<file path="src/rtl/bp_update_sequencer.sv">
`default_nettype none
// ============================================================================
// Module   : bp_update_sequencer
// Brief    : Queues resolved branches, serialises them onto the predictor
//            update port, keeps saturating stats and offers a drain handshake.
// Revision : 1.0
// ============================================================================
module bp_update_sequencer #(
   parameter int DEPTH = 4,
   parameter int CNT_W = 16
) (
   input  logic             clk,
   input  logic             rst,
   input  logic             res_valid,
   input  logic [9:0]       res_pc,
   input  logic             res_taken,
   input  logic             res_predicted,
   output logic             res_ready,
   input  logic             hold,
   input  logic             drain_req,
   output logic             drain_done,
   output logic             upd_we,
   output logic [9:0]       upd_pc,
   output logic             upd_taken,
   output logic             mispredict,
   input  logic             clr_stats,
   output logic [CNT_W-1:0] branch_cnt,
   output logic [CNT_W-1:0] mispred_cnt
);
   localparam int c_ptr_w = $clog2(DEPTH);

   typedef enum logic [1:0] {
      RUN   = 2'd0,
      DRAIN = 2'd1,
      DONE  = 2'd2
   } state_t;

   state_t             r_state;
   logic [10:0]        r_mem [DEPTH];
   logic [c_ptr_w-1:0] r_wr_ptr;
   logic [c_ptr_w-1:0] r_rd_ptr;
   logic [c_ptr_w:0]   r_count;
   logic [CNT_W-1:0]   r_branch_cnt;
   logic [CNT_W-1:0]   r_mispred_cnt;
   logic               r_mispredict;

   logic w_empty;
   logic w_full;
   logic w_push;
   logic w_pop;
   logic w_miss;

   // DEPTH is a power of two, so the occupancy MSB alone marks a full FIFO.
   assign w_empty   = (r_count == '0);
   assign w_full    = r_count[c_ptr_w];
   assign res_ready = !w_full && (r_state == RUN);
   assign w_push    = res_valid && res_ready;
   assign w_pop     = !w_empty && !(hold && (r_state == RUN));
   assign w_miss    = w_push && (res_taken != res_predicted);

   assign upd_we      = w_pop;
   assign upd_pc      = w_empty ? 10'd0 : r_mem[r_rd_ptr][10:1];
   assign upd_taken   = !w_empty && r_mem[r_rd_ptr][0];
   assign drain_done  = (r_state == DONE);
   assign mispredict  = r_mispredict;
   assign branch_cnt  = r_branch_cnt;
   assign mispred_cnt = r_mispred_cnt;

   always_ff @(posedge clk) begin
      if (w_push) begin
         r_mem[r_wr_ptr] <= {res_pc, res_taken};
      end
   end

   always_ff @(posedge clk) begin
      if (rst) begin
         r_state       <= RUN;
         r_wr_ptr      <= '0;
         r_rd_ptr      <= '0;
         r_count       <= '0;
         r_branch_cnt  <= '0;
         r_mispred_cnt <= '0;
         r_mispredict  <= 1'b0;
      end else begin
         r_mispredict <= w_miss;

         if (w_push) begin
            r_wr_ptr <= r_wr_ptr + 1'b1;
         end
         if (w_pop) begin
            r_rd_ptr <= r_rd_ptr + 1'b1;
         end
         if (w_push && !w_pop) begin
            r_count <= r_count + 1'b1;
         end else if (!w_push && w_pop) begin
            r_count <= r_count - 1'b1;
         end

         if (clr_stats) begin
            r_branch_cnt  <= '0;
            r_mispred_cnt <= '0;
         end else begin
            if (w_push && (r_branch_cnt != '1)) begin
               r_branch_cnt <= r_branch_cnt + 1'b1;
            end
            if (w_miss && (r_mispred_cnt != '1)) begin
               r_mispred_cnt <= r_mispred_cnt + 1'b1;
            end
         end

         case (r_state)
            RUN: begin
               if (drain_req) begin
                  r_state <= DRAIN;
               end
            end
            DRAIN: begin
               // Pops are unconditional here, so occupancy <= 1 empties this edge.
               if (r_count[c_ptr_w:1] == '0) begin
                  r_state <= DONE;
               end
            end
            DONE: begin
               r_state <= drain_req ? DRAIN : RUN;
            end
            default: begin
               r_state <= RUN;
            end
         endcase
      end
   end
endmodule
`default_nettype wire

</file>
<file path="config.mk">
export PLATFORM = sky130hd
export DESIGN_NAME = bp_update_sequencer
export DESIGN_NICKNAME = d
export VERILOG_FILES = /design/src/rtl/bp_update_sequencer.sv
export SDC_FILE = /design/constraint.sdc
export NUM_CORES = 1
export LEC_CHECK = 0
export ABC_CLOCK_PERIOD_IN_PS = 2610
export CAP_MARGIN = 15
export CORE_MARGIN = 3
export CORE_UTILIZATION = 35
export CTS_CLUSTER_SIZE = 14
export DETAILED_ROUTE_END_ITERATION = 8
export PLACE_DENSITY = 0.58
export SETUP_SLACK_MARGIN = 0.4
export SLEW_MARGIN = 20
export SYNTH_ARGS = -nofsm -noshare
export SYNTH_HDL_FRONTEND = slang
export SYNTH_SLANG_ARGS = --single-unit
export TNS_END_PERCENT = 30
</file>
<file path="constraint.sdc">
create_clock -name clk -period 2.61 [get_ports clk]
set_input_delay 0.522 -clock clk [delete_from_list [all_inputs] [get_ports clk]]
set_output_delay 0.522 -clock clk [all_outputs]
set_load 0.01 [all_outputs]
</file>
==> results.sh <==
export IMPL_cap_violations=0
export IMPL_outcome="complete, no violations"
export IMPL_ys_seq_area_frac=0.586
export IMPL_async_reset_ff_frac=0
export IMPL_hpwl_microns=5330
export IMPL_pwr_density_cell_nw_per_um2=753
export IMPL_rows=37
export IMPL_gr_usage_all_layers=0.139
export IMPL_worstMarginPinSlew_ns=0.457
export IMPL_seqPwrFrac=0.424
export IMPL_drt_initial_drc_count=152
export IMPL_crit_required_ns=2.09
export IMPL_avgViaCountPerCell=4.81
export IMPL_synth_seq_cells=88
export IMPL_period_share=0.854
export IMPL_path_buf_inv=3
export IMPL_ant_nets=0
export IMPL_syn_to_final_growth_pct=36.4
export IMPL_grt_start_max_net_pins=33
export IMPL_syn_inst=316
export IMPL_critPathKind="flip-flop to output pin"
export IMPL_postLayoutCoreUtil=0.494
export IMPL_grt_pass1_wl_microns=12900
export IMPL_fin_skew_ns=0.00851
export IMPL_avgSynthCellArea_sq_um=11.9
export IMPL_die_y_microns=110
export IMPL_clk_latency_ns=0.35
export IMPL_netSwitchingPower_w=0.00104
export IMPL_critical_path_top_delay_family="multiplexers"
export IMPL_cp_arrival_ns=1.71
export IMPL_cts_tree="done"
export IMPL_grt_ovfl_total=0
export IMPL_max_freq_ghz=0.449
export IMPL_die_w_microns=110
export IMPL_drive_above_1_share=0.226
export IMPL_cts_hold_fix_buffers=0
export IMPL_p_clk_frac=0.294
export IMPL_clkTransAtPathRegs_ns=0.09
export IMPL_num_io_pins=65
export IMPL_hold_violations=0
export IMPL_rsz0062_at_grt="yes"
export IMPL_io_buffers=64
export IMPL_core_area_sq_um=10400
export IMPL_synth_largest_area_cell="edfxtp_1"
export IMPL_wl_per_cell_microns=14.4
export IMPL_slowest_delay_ns=0.49
export IMPL_synthDistinctLibCells=38
export IMPL_yosysTopAreaCellShare=0.352
export IMPL_gp_congestion=0.789
export IMPL_cts_sinks=88
export IMPL_die_area_sq_um=12000
export IMPL_p_sw_frac=0.269
export IMPL_start_util=0.362
export IMPL_drc=0
export IMPL_ys_flop_type="edfxtp_1"
export IMPL_synth_edf_count=44
export IMPL_num_antenna_cells=0
export IMPL_cp_slowest_cell="mux4_2"
export IMPL_whs_ns=0.480
export IMPL_hp_class="flip-flop to flip-flop"
export IMPL_comb_power_share=0.282
export IMPL_syn_cell_area_sq_um=3750
export IMPL_p_int_w=0.00282
export IMPL_crit_fanout=6
export IMPL_finalNetCount=437
export IMPL_path_cells="buf_12 -> buf_4 -> mux4_2 -> nor2b_4 -> buf_2"
export IMPL_setup_viol=0
export IMPL_cts_made_buffers=9
export IMPL_slew_viol_final=0
export IMPL_cts_path_max_buffers=2
export IMPL_irDropWorstVdd_v=0.000397
export IMPL_first_global_vias=2533
export IMPL_worst_setup_path_end_kind="output pin"
export IMPL_critPathLaunchType="flip-flop"
export IMPL_postRouteWirelength_microns=7930
export IMPL_route_vias_total=2654
export IMPL_cts_root_buf="clkbuf_8"
export IMPL_drtPass1Iterations=4
export IMPL_p_leak_nw=1.73
export IMPL_relSlewSlack=0.693
export IMPL_synth_warnings=0
export IMPL_htreeDepth=3
export IMPL_synth_nets=342
export IMPL_antenna_found_initial=0
export IMPL_synthTopCellsByArea="edfxtp_1, dfxtp_1, mux4_2, nor2_1, xnor2_1"
export IMPL_period_minus_slack_ns=2.23
-- cell usage in the layout (no fill, tap or decap), drive strengths merged, types with 3 or more instances in the layout --
| cell type | n |
|---|---|
| nor2b | 12 |
| bufinv | 3 |
| nand2 | 16 |
| inv | 9 |
| a21oi | 13 |
| ha | 7 |
| clkdlybuf4s50 | 51 |
| mux4 | 11 |
| o21ai | 6 |
| or2 | 4 |
| nand4 | 11 |
| nand3 | 12 |
| and3 | 3 |
| dfxtp | 44 |
| xor2 | 10 |
| or3 | 4 |
| buf | 42 |
| nor2 | 41 |
| nor3b | 3 |
| nor3 | 11 |
| and2 | 5 |
| edfxtp | 44 |
| xnor2 | 16 |
| clkbuf | 10 |
| nor4 | 8 |
-- metal layers --
layer | GRT usage | part of all wire | vias to the layer above
met4 | 0.0534 | 0.015 | 0
met2 | 0.211 | 0.44 | 54
met5 | 0 | 0 | -
met3 | 0.0329 | 0.052 | 9
met1 | 0.193 | 0.49 | 1261
li1 | - | - | 1330
-- kinds of logic (layout without fill, tap and decap cells) --
logic type	Yosys count	after routing	share of synthesized area
muxes	13	13	0.0713
DFF	88	88	0.586
xor gates and xnor gates	26	26	0.0606
adders and majority gates	8	8	0.0287
and+or+nand+nor	139	139	0.199
buffers and inverters	19	119	0.0210
AOI/OAI and AO/OA	23	23	0.0327
-- flip-flops by register name, summed over array words and instances, names as in the netlist, named ones only --
| name | flops |
|---|---|
| r_count | 3 |
| r_rd_ptr | 2 |
| mispred_cnt | 16 |
| r_wr_ptr | 2 |
| branch_cnt | 16 |
| r_state | 2 |
| mispredict | 1 |
| r_mem | 44 |
-- cells in the mapped netlist (2+ instances only) --
| cell | count |
|---|---|
| dfxtp_1 | 44 |
| edfxtp_1 | 44 |
| nor2_1 | 41 |
| nand2_1 | 16 |
| xnor2_1 | 16 |
| a21oi_1 | 13 |
| nand3_1 | 12 |
| nor2b_1 | 12 |
| mux4_2 | 11 |
| nand4_1 | 11 |
| nor3_1 | 11 |
| clkbuf_1 | 10 |
| xor2_1 | 10 |
| ha_1 | 7 |
| inv_1 | 7 |
| nor4_1 | 6 |
| o21ai_0 | 6 |
| and2_1 | 5 |
| or2_2 | 4 |
| and3_1 | 3 |
| nor3b_1 | 3 |
| or3_1 | 3 |
| a31oi_1 | 2 |
| and4_1 | 2 |
| mux2i_1 | 2 |
| o31ai_1 | 2 |
| or4_1 | 2 |
-- path summary, 6_finish.rpt --
kind | from | cells after the start | slack [ns] | end
hold reg to reg | r_state[0] | 2 | 0.48 | r_state[1]
setup reg to reg | r_state[1] | 8 | 0.42 | r_count[2]
hold / removal | r_state[0] | 2 | 0.48 | r_state[1]
setup / recovery | flip-flop | 5 | 0.38 | upd_pc[1]
-- tightest hold or removal path, stage by stage (launching register included) --
cell	delay, ns
dfxtp_2	0.36
nand2_1	0.06
nor3_1	0.04
-- per-stage QoR --
stage                     cells  power (W)  setup TNS, ns  area, sq um  setup WS [ns]
final                       552    0.00386              0         5120          0.381
after global routing        552    0.00407              0         5120          0.311
after CTS                   545    0.00386              0         5060          0.319
after detailed placement    525    0.00269          -1.26         4760         -0.194
after global placement      525    0.00267         -0.833         4760         -0.137
after floorplan             316    0.00223              0         3790          0.116
-- timing repair --
| action | 4_1_cts | 5_1_grt |
|---|---|---|
| cloned | 1 | 0 |
| setup buffers | 3 | 7 |
| pin swaps | 7 | 2 |
| resized for setup | 57 | 6 |
| endpoints found under the setup margin | 28 | 18 |
-- cell type report --
type / instances / area (sq um)
tap: 136 / 170
timing repair buffer: 96 / 931
multi-input combinational: 209 / 1530
sequential: 88 / 2210
fill: 962 / 5250
clock buffer: 9 / 124
inverter: 7 / 28.8
clock inverter: 7 / 118
-- power by group through the flow --
stage          Combinational [W]  Sequential (W)  Clock [W]
6_report                 0.00109         0.00163    0.00114
3_5_place_dp             0.00104         0.00165          0
4_1_cts                  0.00106         0.00164    0.00116
2_1_floorplan           0.000581         0.00165          0
3_3_place_gp             0.00102         0.00165          0
5_1_grt                  0.00120         0.00165    0.00123
(Power assumes the default switching activity.)
